**config.mk**
```make
export PLATFORM = sky130hd
export DESIGN_NAME = e_sd_dat_rx
export DESIGN_NICKNAME = d
export VERILOG_FILES = /design/src/rtl/e_sd_dat_rx.sv
export SDC_FILE = /design/constraint.sdc
export NUM_CORES = 1
export LEC_CHECK = 0
export CAP_MARGIN = 25
export CORE_UTILIZATION = 59
export CTS_BUF_LIST = sky130_fd_sc_hd__clkbuf_8
export DETAILED_ROUTE_END_ITERATION = 7
export PLACE_DENSITY = 0.88
export SLEW_MARGIN = 20
export SYNTH_ARGS = -nofsm -noshare
export SYNTH_HDL_FRONTEND = slang
export SYNTH_SLANG_ARGS = --single-unit
```
**constraint.sdc**
```tcl
create_clock -name clk -period 8.4 [get_ports clk]
set_input_delay 1.68 -clock clk [delete_from_list [all_inputs] [get_ports clk]]
set_output_delay 1.68 -clock clk [all_outputs]
set_load 0.005 [all_outputs]
```
**src/rtl/e_sd_dat_rx.sv**
```systemverilog
// ---------------------------------------------------------------------------
// e_sd_dat_rx : SD/SDIO host read-data receiver (SD clock domain).
//
// Waits for the start bit on the used DAT lines, deserialises one block into
// bytes (MSB first, 1-bit or 4-bit bus), pushes every byte into the receive
// FIFO, then checks the per-line CRC16-CCITT and the end bit.
//
// Ports:
//   clk          SD clock; DAT lines sampled on the rising edge
//   rst          synchronous active-high reset
//   rx_start     one-cycle pulse arming the receiver for one block
//   rx_abort     synchronous abort back to IDLE (wins over rx_start)
//   bus_width_4  1 = DAT[3:0] used, 0 = DAT[0] only (latched on rx_start)
//   block_size   bytes per block, 1..2048 (latched on rx_start)
//   timeout_val  start-bit timeout in cycles
//   dat_in       registered DAT[3:0] from the pads
//   push         one-cycle byte strobe to the FIFO
//   push_data    received byte, valid while push=1
//   dat_end      one-cycle pulse after the end bit has been sampled
//   crc_err      sticky CRC mismatch on any used line
//   end_bit_err  sticky end bit seen as 0 on any used line
//   timeout_err  sticky start-bit timeout
//   busy         high in every state except IDLE
// ---------------------------------------------------------------------------
module e_sd_dat_rx #(
  parameter int TO_W = 16
) (
  input  logic            clk,
  input  logic            rst,
  input  logic            rx_start,
  input  logic            rx_abort,
  input  logic            bus_width_4,
  input  logic [11:0]     block_size,
  input  logic [TO_W-1:0] timeout_val,
  input  logic [3:0]      dat_in,
  output logic            push,
  output logic [7:0]      push_data,
  output logic            dat_end,
  output logic            crc_err,
  output logic            end_bit_err,
  output logic            timeout_err,
  output logic            busy
);

  typedef enum logic [2:0] {
    ST_IDLE = 3'd0,
    ST_WAIT = 3'd1,
    ST_DATA = 3'd2,
    ST_CRC  = 3'd3,
    ST_END  = 3'd4
  } state_t;

  state_t           state_r;
  logic             w4_r;
  logic [11:0]      blk_r;
  logic [11:0]      byte_cnt_r;
  logic [2:0]       bit_cnt_r;
  logic [3:0]       crc_cnt_r;
  logic [TO_W-1:0]  to_cnt_r;
  logic [7:0]       shift_r;
  logic [3:0][15:0] crc_r;
  logic             crc_mis_r;

  logic [3:0]       used_s;
  logic [3:0]       crc_top_s;
  logic             start_s;
  logic             byte_last_s;
  logic             crc_bit_mis_s;
  logic             end_bad_s;
  logic             to_hit_s;
  logic [7:0]       next_byte_s;
  logic [TO_W-1:0]  to_inc_s;
  logic [3:0][15:0] crc_upd_s;
  logic [3:0][15:0] crc_shl_s;

  // One serial step of CRC16-CCITT (x^16 + x^12 + x^5 + 1)
  function automatic logic [15:0] crc16_bit(input logic [15:0] crc, input logic din);
    logic fb;
    fb = crc[15] ^ din;
    return {crc[14:0], 1'b0} ^ (fb ? 16'h1021 : 16'h0000);
  endfunction

  // Decode of the current DAT sample against the latched bus width
  always_comb begin
    used_s      = w4_r ? 4'b1111 : 4'b0001;
    start_s     = ((dat_in & used_s) == 4'b0000);
    byte_last_s = w4_r ? (bit_cnt_r == 3'd1) : (bit_cnt_r == 3'd7);
    next_byte_s = w4_r ? {shift_r[3:0], dat_in} : {shift_r[6:0], dat_in[0]};
    // Counter is bumped first and then compared; 0 trips on the first miss
    to_inc_s    = to_cnt_r + {{(TO_W-1){1'b0}}, 1'b1};
    to_hit_s    = (to_inc_s == timeout_val) || (timeout_val == {TO_W{1'b0}});
    for (int i = 0; i < 4; i++) begin
      crc_top_s[i] = crc_r[i][15];
      crc_upd_s[i] = crc16_bit(crc_r[i], dat_in[i]);
      crc_shl_s[i] = {crc_r[i][14:0], 1'b0};
    end
    // Received CRC is compared bit by bit against the MSB of the shifted CRC
    crc_bit_mis_s = |((dat_in ^ crc_top_s) & used_s);
    end_bad_s     = |(~dat_in & used_s);
  end

  // Receive FSM with registered FIFO strobes and sticky error flags
  always_ff @(posedge clk) begin
    if (rst) begin
      state_r     <= ST_IDLE;
      w4_r        <= 1'b0;
      blk_r       <= 12'd0;
      byte_cnt_r  <= 12'd0;
      bit_cnt_r   <= 3'd0;
      crc_cnt_r   <= 4'd0;
      to_cnt_r    <= {TO_W{1'b0}};
      shift_r     <= 8'h00;
      crc_r       <= {64{1'b0}};
      crc_mis_r   <= 1'b0;
      push        <= 1'b0;
      push_data   <= 8'h00;
      dat_end     <= 1'b0;
      crc_err     <= 1'b0;
      end_bit_err <= 1'b0;
      timeout_err <= 1'b0;
      busy        <= 1'b0;
    end else begin
      push    <= 1'b0;
      dat_end <= 1'b0;
      if (rx_abort) begin
        state_r <= ST_IDLE;
        busy    <= 1'b0;
      end else begin
        case (state_r)
          ST_IDLE: begin
            if (rx_start && (block_size != 12'd0)) begin
              blk_r       <= block_size;
              w4_r        <= bus_width_4;
              crc_err     <= 1'b0;
              end_bit_err <= 1'b0;
              timeout_err <= 1'b0;
              to_cnt_r    <= {TO_W{1'b0}};
              state_r     <= ST_WAIT;
              busy        <= 1'b1;
            end
          end
          ST_WAIT: begin
            if (start_s) begin
              crc_r      <= {64{1'b0}};
              bit_cnt_r  <= 3'd0;
              byte_cnt_r <= 12'd0;
              state_r    <= ST_DATA;
            end else if (to_hit_s) begin
              to_cnt_r    <= to_inc_s;
              timeout_err <= 1'b1;
              state_r     <= ST_IDLE;
              busy        <= 1'b0;
            end else begin
              to_cnt_r <= to_inc_s;
            end
          end
          ST_DATA: begin
            crc_r   <= crc_upd_s;
            shift_r <= next_byte_s;
            if (byte_last_s) begin
              push      <= 1'b1;
              push_data <= next_byte_s;
              bit_cnt_r <= 3'd0;
              if (byte_cnt_r == (blk_r - 12'd1)) begin
                crc_cnt_r <= 4'd0;
                crc_mis_r <= 1'b0;
                state_r   <= ST_CRC;
              end else begin
                byte_cnt_r <= byte_cnt_r + 12'd1;
              end
            end else begin
              bit_cnt_r <= bit_cnt_r + 3'd1;
            end
          end
          ST_CRC: begin
            crc_r     <= crc_shl_s;
            crc_mis_r <= crc_mis_r | crc_bit_mis_s;
            if (crc_cnt_r == 4'd15) begin
              crc_err <= crc_err | crc_mis_r | crc_bit_mis_s;
              state_r <= ST_END;
            end else begin
              crc_cnt_r <= crc_cnt_r + 4'd1;
            end
          end
          ST_END: begin
            if (end_bad_s) begin
              end_bit_err <= 1'b1;
            end
            dat_end <= 1'b1;
            state_r <= ST_IDLE;
            busy    <= 1'b0;
          end
          default: begin
            state_r <= ST_IDLE;
            busy    <= 1'b0;
          end
        endcase
      end
    end
  end

endmodule

```
==> results.json <==
{
  "outcome": "finished, violations left",
  "violations": "DRC",
  "path_cells": "clkdlybuf4s50_1 > o31ai_1 > and2_1 > nand4bb_1 > and2_0 > o21ai_0 > a21oi_1",
  "synthArstFlopShare_pct": 0,
  "end_kind": "flop",
  "drcViolationCount": 2,
  "worstSetupStartpointType": "input pin",
  "grtUsageTotal_pct": 26.3,
  "io_buffers": 50,
  "register_area_sq_mm": 0.00274,
  "r2r_start": "state_r[0]",
  "final.setup.tns_ns": 0,
  "path_buf_inv": 1,
  "grt_pass1_vias": 5426,
  "cts_tree": "done",
  "crit_fanout": 17,
  "yosysMostFrequentCell": "dfxtp_1",
  "ir_worst_vdd_mv": 0.156,
  "drv_cap": 0,
  "synth-seq-cells": 137,
  "vias": 6349,
  "globalplace.congestion": 0.922,
  "p_leak_uw": 0.00265,
  "cts.reportedPaths.clkPinSlew_ns": 0.08,
  "vias_per_cell": 6.21,
  "postSynthCellCount": 862,
  "clock_sinks": 137,
  "cts_resized": 0,
  "drtIter0Drc": 578,
  "dieArea_sq_mm": 0.0121,
  "synth.top_cell.area_share_pct": 39.8,
  "die_x_um": 110,
  "final_layout_size_suffix_gt1_share_pct": 6.59,
  "synth_top_cell_by_area": "dfxtp_1",
  "synth_compound_area_share_pct": 17.8,
  "start_util_pct": 60.3,
  "synth_warnings": 0,
  "r2r_end": "byte_cnt_r[11]",
  "hp-class": "flop to flop",
  "timing.slew.headroom_pct": 32.5,
  "antenna_found_initial": 0,
  "slowest_stage": "and2_0",
  "slew_violations": 0,
  "whs_endpoint": "crc_r[29]",
  "synth_nets": 904,
  "ys.flop_type": "dfxtp_1",
  "crit_start": "dat_in[1]",
  "htree_levels": 4,
  "area_growth_pct": 13.1,
  "holdCritStartpoint": "crc_r[29]",
  "rsz0062_at_grt": "false",
  "powerDensity_mw_per_mm2": 176,
  "grt_first_pass_wirelength_mm": 25.3,
  "diodes": 0,
  "clock_latency_ns": 0.45,
  "cts_root_buf": "clkbuf_8",
  "setup_viol": 0,
  "ios": 51,
  "required_ns": 8.78,
  "critPathKind": "input pin to flop",
  "rows": 39,
  "cts.path.max_buffers": 2,
  "die_y_um": 110,
  "grt_max_degree": 100,
  "first_pass_iters": 7,
  "synth.top_cells.by_count": "137 x dfxtp_1, 103 x a21oi_1, 82 x nand3_1",
  "grt_overflow": 0,
  "synth_top_family_by_area": "simple AND/OR/NAND/NOR gates",
  "finalNetCount": 909,
  "yosys.area_share.adder_pct": 0.908,
  "synth_area_leaders": "dfxtp_1 40%, a21oi_1 7.5%, nand3_1 6.0%",
  "synth-edff-count": 0,
  "fin_cells": 1023,
  "cts_setup_buffers": 0,
  "wl_per_cell_um": 15.2,
  "hold_buffers": 0,
  "max_stage_delay_ns": 0.72,
  "multiInputGateArea_sq_mm": 0.00387,
  "max_freq_mhz": 242,
  "cp.arrival_ns": 4.52,
  "hold_viol_final": 0,
  "timing.final.crit_share_pct": 49.3,
  "ant_nets": 0,
  "crit_family": "simple AND/OR/NAND/NOR gates",
  "ff2ff_path_depth": 7,
  "synthMuxAreaShare_pct": 3.51,
  "ys_types": 66,
  "finalCriticalPeriod_ns": 4.14,
  "dp_cells": 990,
  "r2r_slack_ns": 5.13,
  "finalClockSkew_ns": 0.0142,
  "core_sq_mm": 0.0114,
  "whs_path_depth": 2,
  "wl_mm": 15.6,
  "fill_cells": 890,
  "dp_hpwl_mm": 9.87,
  "tightestPinTransition_ns": 1.01,
  "synthSimpleGateAreaFrac_pct": 28.1,
  "numCtsBuffers": 17,
  "avgSynthCellArea_sq_um": 7.99,
  "seq_area_frac_synth_pct": 39.8,
  "syn_area_sq_mm": 0.00689,
  "synth_xor_area_share_pct": 5.47
}
-- power by group --
part	internal [uW]	total (uW)	switching, uW
Clock	325	595	270
Sequential	653	663	9.86
Combinational	48.5	111	62.3
Total	1030	1370	342
-- layout by cell type (no fill, tap or decap), drive strengths merged, types with 5 or more instances in the layout --
| master | instances |
|---|---|
| dfxtp | 137 |
| a21oi | 103 |
| nand3 | 82 |
| nor2 | 79 |
| nand2 | 78 |
| clkdlybuf4s50 | 49 |
| o21ai | 33 |
| xor2 | 23 |
| mux2i | 23 |
| xnor2 | 20 |
| or3 | 18 |
| nand4 | 17 |
| clkbuf | 17 |
| nor4 | 16 |
| nor3 | 14 |
| a211oi | 14 |
| inv | 13 |
| a31oi | 10 |
| and3 | 9 |
| and2 | 8 |
| nand3b | 7 |
| or4 | 7 |
| o211ai | 6 |
| or3b | 6 |
| buf | 6 |
| o31ai | 5 |
| nand2b | 5 |
| ha | 5 |
| and3b | 5 |
-- flip-flops by register name, indices dropped and copies added, names as in the netlist, 3 cells and up --
| name | cells |
|---|---|
| crc_r | 64 |
| to_cnt_r | 16 |
| blk_r | 12 |
| byte_cnt_r | 12 |
| push_data | 8 |
| shift_r | 7 |
| crc_cnt_r | 4 |
| bit_cnt_r | 3 |
| state_r | 3 |
-- worst reg2reg max path: stages, from the launching register on --
cell     delay, ns
dfxtp_1       0.79
nor3b_1       0.73
a31oi_1       0.19
nor2_1        0.63
a21o_1        0.41
or3_1         0.16
o21ai_0       0.07
a41o_1        0.21
-- stage by stage --
step	hold slack, ns	cell area (sq um)	utilization, %	power (uW)	setup slack (ns)
after floorplan	0.432	6890	-	749	5.04
after global placement	0.439	7340	64.2	785	3.74
after detailed placement	0.444	7340	64.2	786	3.63
after CTS	0.456	7770	68.0	1370	4.11
after global routing	0.470	7790	68.2	1420	4.05
final	0.454	7790	68.2	1370	4.26
-- logic make-up (layout without fill, tap and decap cells) --
logic type	Yosys count	in the layout
AND/OR/NAND/NOR	374	374
buffers and inverters	76	94
XOR/XNOR	43	43
AO/OA/AOI/OAI	203	203
multiplexers	24	24
adder cells (fa/ha/maj)	5	5
flip-flops	137	137
-- area by class of cell --
cell class,instances,share of cell area (%)
multi-input combinational,649,49.6
sequential,137,35.2
timing repair buffer,55,6.97
clock buffer,17,3.00
clock inverter,15,2.55
tap,143,2.30
inverter,7,0.337
-- metal layers --
metal / part of all wire [%] / global-route usage [%]
met1: 45 / 35.1
met5: 0 / 0
met4: 1.6 / 7.71
met3: 7.0 / 6.58
met2: 47 / 42.1
-- worst max path at each step --
stage / cells after the start / end / slack (ns)
floorplan: 7 / byte_cnt_r[4] / 5.04
global placement: 7 / to_cnt_r[11] / 3.74
detailed placement: 7 / to_cnt_r[11] / 3.63
finish: 7 / to_cnt_r[7] / 4.26
global route: 7 / to_cnt_r[6] / 4.05
CTS: 7 / to_cnt_r[11] / 4.11
(Power assumes the default switching activity.)
